`src/rtl/rob_pkg.sv`:
```
// Shared reorder-buffer types and default widths used by issue, reservation stations and commit.
package rob_pkg;

    localparam int ROB_DATA_W  = 32;
    localparam int ROB_REG_AW  = 4;
    localparam int ROB_INSTR_W = 32;

    typedef struct packed {
        logic                   busy;
        logic                   done;
        logic [ROB_INSTR_W-1:0] instr;
        logic [ROB_REG_AW-1:0]  dest;
        logic [ROB_DATA_W-1:0]  value;
    } rob_entry_t;

    typedef enum logic [1:0] {
        CNT_HOLD = 2'b00,
        CNT_DEC  = 2'b01,
        CNT_INC  = 2'b10,
        CNT_BOTH = 2'b11
    } rob_cnt_op_e;

    // Encodes allocate/commit activity into the occupancy update to apply.
    function automatic rob_cnt_op_e rob_cnt_op(input logic alloc_fire, input logic commit_fire);
        return rob_cnt_op_e'({alloc_fire, commit_fire});
    endfunction

endpackage

```
`src/rtl/rob_ptr.sv`:
```
// Wrap-around ring pointer for the reorder buffer (head or tail), power-of-two depth.
module rob_ptr #(
    parameter int W = 2
) (
    input  logic         clk,
    input  logic         rst,
    input  logic         clr,
    input  logic         inc,
    output logic [W-1:0] ptr
);

    logic [W-1:0] ptr_r;

    // Pointer register: synchronous clear wins over increment; natural wrap at 2**W.
    always_ff @(posedge clk or posedge rst) begin
        if (rst) begin
            ptr_r <= '0;
        end else if (clr) begin
            ptr_r <= '0;
        end else if (inc) begin
            ptr_r <= ptr_r + W'(1);
        end
    end

    assign ptr = ptr_r;

endmodule

```
`src/rtl/rob_core.sv`:
```
// Circular reorder buffer: in-order allocate at tail, CDB capture by tag, in-order commit at head.
// Optional flush input enabled by defining ROB_FLUSH_EN.
module rob_core
    import rob_pkg::*;
#(
    parameter int DEPTH   = 4,
    parameter int TAG_W   = $clog2(DEPTH),
    parameter int DATA_W  = ROB_DATA_W,
    parameter int REG_AW  = ROB_REG_AW,
    parameter int INSTR_W = ROB_INSTR_W
) (
    input  logic               clk,
    input  logic               rst,
    input  logic               alloc_valid,
    output logic               alloc_ready,
    input  logic [INSTR_W-1:0] alloc_instr,
    input  logic [REG_AW-1:0]  alloc_dest,
    output logic [TAG_W-1:0]   alloc_tag,
    input  logic               cdb_valid,
    input  logic [TAG_W-1:0]   cdb_tag,
    input  logic [DATA_W-1:0]  cdb_value,
    output logic               commit_valid,
    input  logic               commit_ready,
    output logic [TAG_W-1:0]   commit_tag,
    output logic [REG_AW-1:0]  commit_dest,
    output logic [DATA_W-1:0]  commit_value,
    output logic [INSTR_W-1:0] commit_instr,
    output logic [TAG_W:0]     count,
    output logic               empty,
    output logic               full
`ifdef ROB_FLUSH_EN
    ,
    input  logic               flush
`endif
);

    localparam logic [TAG_W:0] FULL_CNT = (TAG_W + 1)'(DEPTH);

    logic [DEPTH-1:0]   busy_r;
    logic [DEPTH-1:0]   done_r;
    logic [INSTR_W-1:0] instr_r [DEPTH];
    logic [REG_AW-1:0]  dest_r  [DEPTH];
    logic [DATA_W-1:0]  value_r [DEPTH];
    logic [TAG_W:0]     count_r;

    logic [TAG_W-1:0]   head_s;
    logic [TAG_W-1:0]   tail_s;
    logic               flush_s;
    logic               alloc_fire_s;
    logic               commit_fire_s;
    logic               cdb_hit_s;

`ifdef ROB_FLUSH_EN
    assign flush_s = flush;
`else
    assign flush_s = 1'b0;
`endif

    assign full          = (count_r == FULL_CNT);
    assign empty         = (count_r == '0);
    assign count         = count_r;
    assign alloc_ready   = !full;
    assign alloc_tag     = tail_s;
    assign alloc_fire_s  = alloc_valid && !full;
    assign commit_valid  = busy_r[head_s] && done_r[head_s];
    assign commit_fire_s = commit_valid && commit_ready;
    assign cdb_hit_s     = cdb_valid && busy_r[cdb_tag] && !done_r[cdb_tag];

    assign commit_tag    = head_s;
    assign commit_dest   = dest_r[head_s];
    assign commit_value  = value_r[head_s];
    assign commit_instr  = instr_r[head_s];

    rob_ptr #(.W(TAG_W)) u_head (
        .clk (clk),
        .rst (rst),
        .clr (flush_s),
        .inc (commit_fire_s),
        .ptr (head_s)
    );

    rob_ptr #(.W(TAG_W)) u_tail (
        .clk (clk),
        .rst (rst),
        .clr (flush_s),
        .inc (alloc_fire_s),
        .ptr (tail_s)
    );

    // Entry storage and occupancy; a free tail entry can never collide with a CDB hit or the head.
    always_ff @(posedge clk or posedge rst) begin
        if (rst) begin
            busy_r  <= '0;
            done_r  <= '0;
            count_r <= '0;
            for (int i = 0; i < DEPTH; i++) begin
                instr_r[i] <= '0;
                dest_r[i]  <= '0;
                value_r[i] <= '0;
            end
        end else if (flush_s) begin
            busy_r  <= '0;
            done_r  <= '0;
            count_r <= '0;
        end else begin
            if (cdb_hit_s) begin
                value_r[cdb_tag] <= cdb_value;
                done_r[cdb_tag]  <= 1'b1;
            end
            if (commit_fire_s) begin
                busy_r[head_s] <= 1'b0;
                done_r[head_s] <= 1'b0;
            end
            if (alloc_fire_s) begin
                busy_r[tail_s]  <= 1'b1;
                done_r[tail_s]  <= 1'b0;
                instr_r[tail_s] <= alloc_instr;
                dest_r[tail_s]  <= alloc_dest;
                value_r[tail_s] <= '0;
            end
            case (rob_cnt_op(alloc_fire_s, commit_fire_s))
                CNT_INC: count_r <= count_r + (TAG_W + 1)'(1);
                CNT_DEC: count_r <= count_r - (TAG_W + 1)'(1);
                default: count_r <= count_r;
            endcase
        end
    end

endmodule

```
`config.mk`:
```
export PLATFORM = sky130hd
export DESIGN_NAME = rob_core
export DESIGN_NICKNAME = d
export VERILOG_FILES = /design/src/rtl/rob_pkg.sv /design/src/rtl/rob_ptr.sv /design/src/rtl/rob_core.sv
export SDC_FILE = /design/constraint.sdc
export NUM_CORES = 1
export LEC_CHECK = 0
export CORE_UTILIZATION = 55
export CTS_BUF_LIST = sky130_fd_sc_hd__clkbuf_4 sky130_fd_sc_hd__clkbuf_8
export DETAILED_ROUTE_END_ITERATION = 8
export GPL_TIMING_DRIVEN = 0
export PLACE_DENSITY_LB_ADDON = 0.08
export SLEW_MARGIN = 0
export SYNTH_ARGS = -nofsm -noshare
export SYNTH_HDL_FRONTEND = slang
export SYNTH_SLANG_ARGS = --single-unit
```
`constraint.sdc`:
```
create_clock -name clk -period 30.6 [get_ports clk]
set_input_delay 6.12 -clock clk [delete_from_list [all_inputs] [get_ports clk]]
set_output_delay 6.12 -clock clk [all_outputs]
set_load 0.03 [all_outputs]
```
After elaboration in Yosys (flattened, before gate mapping) --
Cells that the tools add are included.
Operators by class: add/subtract/negate cells 4, order comparisons 11, equal/unequal tests 3, multiplexer cells 40, bitwise gates (word level) 12, reductions and logical operators 14
Operators by type and width (number):
- $bwmux 128 | 2
- $mux 128 | 2
- $mux 32 | 6
- $and 128x128->128 | 1
- $bmux 32 s2 | 2
- $demux 32 s2 | 2
- $not 128->128 | 1
- $mux 4 | 8
- $bwmux 16 | 1
- $and 4x4->4 | 3
- $logic_and 1x1->1 | 10
- $ge 3x3->1 const B | 3
- $lt 2x3->1 const B | 3
- $not 2->3 | 3
- $bmux 1 s2 | 4
- $bmux 4 s2 | 1
- $demux 4 s2 | 1
- $not 4->4 | 2
- $or 4x4->4 | 2
- $mux 1 | 7
- $demux 1 s2 | 3
- $ge 2x1->1 const B | 3
- $lt 3x1->1 const B | 2
- $pmux 3 s2 | 1
- other kinds (9) | 11
Storage, ports and cells: flip-flop bits (word level) 287, bits of input ports 75, output and inout bits 79, word-level logic and storage cells 101

Longest topological paths before layout --
depth after elaboration 10, depth in mapped cells 11, depth with buffers taken out 9

Modules after synthesis --
From an unflattened synthesis, not the netlist that was laid out.
Unflattened totals: cell total of the unflattened synthesis 1063, area, all modules 13591.8 µm²
By module, submodules not included:
- rob_core | instances 1, cells each 1047, area each 13406.6 µm², sequential area each 7081.8 µm²
- rob_ptr | instances 2, cells each 8, area each 92.6 µm², sequential area each 50.0 µm²

Worst setup path after synthesis --
OpenSTA, ideal clock, no wires.
path kind flip-flop to output port, start reg u_head.ptr_r[0], in the netlist u_head.ptr[0], end out commit_instr[0], arrival 1.853 ns, required time 24.480 ns, setup slack 22.627 ns, stages on the path, launching flop included 4, path buffers 2, path through dfrtp_1 -> clkbuf_1 -> buf_2 -> mux4_2
On the way: word-level cells in the longest chain between the ends 4
Ends and longest elaborated chain:
- start, declared | line rob_ptr.sv:12 | logic [W-1:0] ptr_r;
- start signal, assigned | line rob_ptr.sv:21 | ptr_r <= ptr_r + W'(1);
- $not 2->3 (not written as such) | line rob_core.sv:72 | assign commit_instr = instr_r[head_s];
- $bmux 32 s2 | line rob_core.sv:72
- $mux 32 (not written as such) (2 in series) | line rob_core.sv:72
- end, declared | line rob_core.sv:27 | output logic [INSTR_W-1:0] commit_instr,
Every way passes these cells. The select of a mux whose other input is x is not followed.

Worst setup path in the final report --
start reg u_head.ptr_r[1], in the netlist u_head.ptr[1], end out commit_dest[2]
On the way: word-level cells in the longest chain between the ends 4
Ends and longest elaborated chain:
- $not 2->3 (not written as such) | line rob_core.sv:70 | assign commit_dest = dest_r[head_s];
- $bmux 4 s2 | line rob_core.sv:70
- $mux 4 (not written as such) (2 in series) | line rob_core.sv:70
- end, declared | line rob_core.sv:25 | output logic [REG_AW-1:0] commit_dest,
Every way passes these cells. The select of a mux whose other input is x is not followed.

==> summary.json <==
{
  "drtPass1Iterations": 7,
  "timing.setup.critical_path_class": "flip-flop to primary output",
  "die-area_sq_um": 25300,
  "h-tree-depth": 2,
  "final_worst_path_cycle_share": 0.310,
  "cts.repair.resized": 0,
  "period_minus_slack_ns": 9.49,
  "cts_num_sinks": 287,
  "f_max_mhz": 105,
  "clock_tree.buffer_depth": 3,
  "total_leakage_power_uw": 0.00681,
  "power.density_cell_area_nw_per_um2": 122,
  "yosys.cell_count.top_type": "sky130_fd_sc_hd__dfrtp_1",
  "route.antenna.remaining_nets": 0,
  "number_of_drc_markers_in_iteration_0": 732,
  "die-height_um": 159,
  "detailroute.via_count": 10001,
  "holdCritPathClass": "flip-flop to flip-flop",
  "worstPathRequired_ns": 24.48,
  "postCtsSetupBuffers": 0,
  "number_of_global_route_vias_before_repair": 10520,
  "critical_path.max_fanout": 10,
  "count_of_non_filler_cells_in_the_finished_layout": 1633,
  "io_buffer_count": 153,
  "cts-buffers-inserted": 49,
  "post_cts_hold_buffer_count": 0,
  "maximum_number_of_pins_on_one_net_before_global_route_repair": 129,
  "final_util": 0.685,
  "worst-slew-pin-transition_ns": 1.07,
  "synthesized_net_count": 1154,
  "synth.cells.most_frequent": "sky130_fd_sc_hd__dfrtp_1 (287), sky130_fd_sc_hd__o21ai_0 (130), sky130_fd_sc_hd__nand3_1 (129)",
  "outcome": "finished, violations left",
  "grt_util_met3": 0.0698,
  "first_pass_grt_wire_length_mm": 57.1,
  "power.total_uw": 2030,
  "portion_of_the_post_synthesis_area_used_by_sequential_elements": 0.529,
  "synth_area_sq_um": 13600,
  "worst_setup_hold_path_clk_slew_ns": 0.06,
  "ios": 154,
  "clkLatencyLatePin_ns": 0.56,
  "ys.warnings.count": 0,
  "use_met1": 0.382,
  "dieWidth_um": 159,
  "dp_hpwl_mm": 23.2,
  "cts-root-buf": "sky130_fd_sc_hd__clkbuf_8",
  "initial_core_util": 0.560,
  "maximum_ir_drop_on_the_vdd_rail_mv": 0.0741,
  "finalClockSkew_ns": 0.0225,
  "grt_antenna_before_repair": 2,
  "grt.busiest_layer": "met2",
  "post_route_setup_tns_ns": 0,
  "pre_cts_ws_ns": 21.68,
  "synth_top_area_share": 0.529,
  "violations_in_the_final_reports": "DRC",
  "tritoncts": "done",
  "synth_edf_count": 0,
  "synth_area_per_cell_sq_um": 12.7,
  "totalWireLength_mm": 35.3,
  "gr-usage-met2": 0.463,
  "setup_violations": 0,
  "number_of_cell_rows": 57,
  "layout_setup_ws_ns": 21.11,
  "core-area_sq_um": 24200,
  "overflow": 0,
  "flow.area_growth_from_synthesis_pct": 22.3,
  "drive_gt1_frac": 0.253,
  "place_inst": 1548,
  "postSynth.asyncResetShare": 1.00,
  "gp_routability_congestion": 0.826,
  "worstSetupEndpointType": "primary output",
  "timing.final.max_slew_violations": 0,
  "synth.lib_cells_used.distinct": 40,
  "diodes": 0,
  "synth.largest_area_cell": "sky130_fd_sc_hd__dfrtp_1",
  "nets": 1360,
  "timing.final.hold_violations": 0,
  "grt_usage": 0.287,
  "main_flop_type_after_synthesis": "sky130_fd_sc_hd__dfrtp_1",
  "drcViolationCount": 2,
  "syn-instance-count": 1069,
  "slew_headroom": 0.287,
  "ys_ff_latch": 287,
  "wl_per_cell_um": 21.6,
  "type_of_element_launching_the_critical_path": "flip-flop",
  "drv_cap": 0,
  "grt_setup_unrepaired": "false",
  "synth.area.top_cells": "sky130_fd_sc_hd__dfrtp_1 (53%), sky130_fd_sc_hd__mux4_2 (11%), sky130_fd_sc_hd__mux2_2 (9.1%)",
  "cp_data_arrival_time_ns": 3.37,
  "vias_per_cell": 6.12
}
## cells by family after synthesis
logic type | after synthesis | share of synthesized area
flops | 287 | 0.529
simple gates | 163 | 0.0685
fa+ha+maj | 10 | 0.00977
buf+inv | 118 | 0.0449
xor+xnor | 4 | 0.00258
compound gates | 273 | 0.104
mux | 214 | 0.242
## cell type report
type | count | area [sq um]
plain buffers | 105 | 561
repair buffers | 155 | 1590
inverters | 13 | 56.3
multi-input cells | 664 | 5790
flip-flops and latches | 287 | 7180
clock buffers | 78 | 961
well taps | 324 | 405
clock inverters | 7 | 62.6
fillers | 1859 | 7650
## through the flow
| step | hold WS, ns | instance area [sq um] |
|---|---|---|
| 5_1_grt | 0.504 | 16600 |
| 3_3_place_gp | 0.470 | 15500 |
| 4_1_cts | 0.498 | 16600 |
| 6_report | 0.489 | 16600 |
| 2_1_floorplan | 0.459 | 13600 |
| 3_5_place_dp | 0.484 | 15600 |
## where the power goes
| part | internal, uW | switching [uW] | total (uW) | leakage, uW |
|---|---|---|---|---|
| clock network | 206 | 153 | 359 | 0.000548 |
| registers | 569 | 100 | 670 | 0.00359 |
| logic | 474 | 522 | 996 | 0.00267 |
| total | 1250 | 775 | 2030 | 0.00681 |
## layer usage
layer	up-vias	wire, um
met5	-	26
met2	436	17000
met1	5068	14400
met3	84	2850
li1	4409	-
met4	4	946
## registers in the layout, indices dropped and copies added (netlist names)
register / cells
u_head.ptr: 2
u_tail.ptr: 2
dest_r: 16
busy_r: 4
done_r: 4
count: 3
value_r: 128
instr_r: 128
## path summary, 6_finish.rpt
check	cells past startpoint	end	slack [ns]	start
max	4	commit_dest[2]	21.11	u_head.ptr[1]$_DFFE_PP0N_
min	1	instr_r[56]$_DFFE_PP0P_	0.49	instr_r[56]$_DFFE_PP0P_
max reg2reg	11	count[2]$_DFFE_PP0P_	27.49	u_head.ptr[0]$_DFFE_PP0N_
min reg2reg	1	instr_r[56]$_DFFE_PP0P_	0.49	instr_r[56]$_DFFE_PP0P_
max in group asynchronous	3	instr_r[101]$_DFFE_PP0P_	23.49	rst
min in group asynchronous	2	instr_r[57]$_DFFE_PP0P_	6.06	rst
## worst max-delay path, stage by stage, from the launching register on
cell                              delay [ns]
sky130_fd_sc_hd__dfrtp_1                0.50
sky130_fd_sc_hd__clkbuf_1               0.56
sky130_fd_sc_hd__clkbuf_1               0.68
sky130_fd_sc_hd__mux4_2                 0.35
sky130_fd_sc_hd__clkdlybuf4s50_1        0.72
## cells in the final DEF (no fill, tap or decap), drive strengths merged, types with 9 or more instances in the layout
master | Yosys | final
a21oi | 128 | 128
buf | 35 | 37
clkbuf | 70 | 148
clkdlybuf4s50 | 0 | 153
dfrtp | 287 | 287
ha | 9 | 9
inv | 13 | 13
mux2 | 145 | 145
mux4 | 68 | 68
nand3 | 133 | 133
o21ai | 130 | 130
Note: power is estimated with default switching activity, not from simulation.
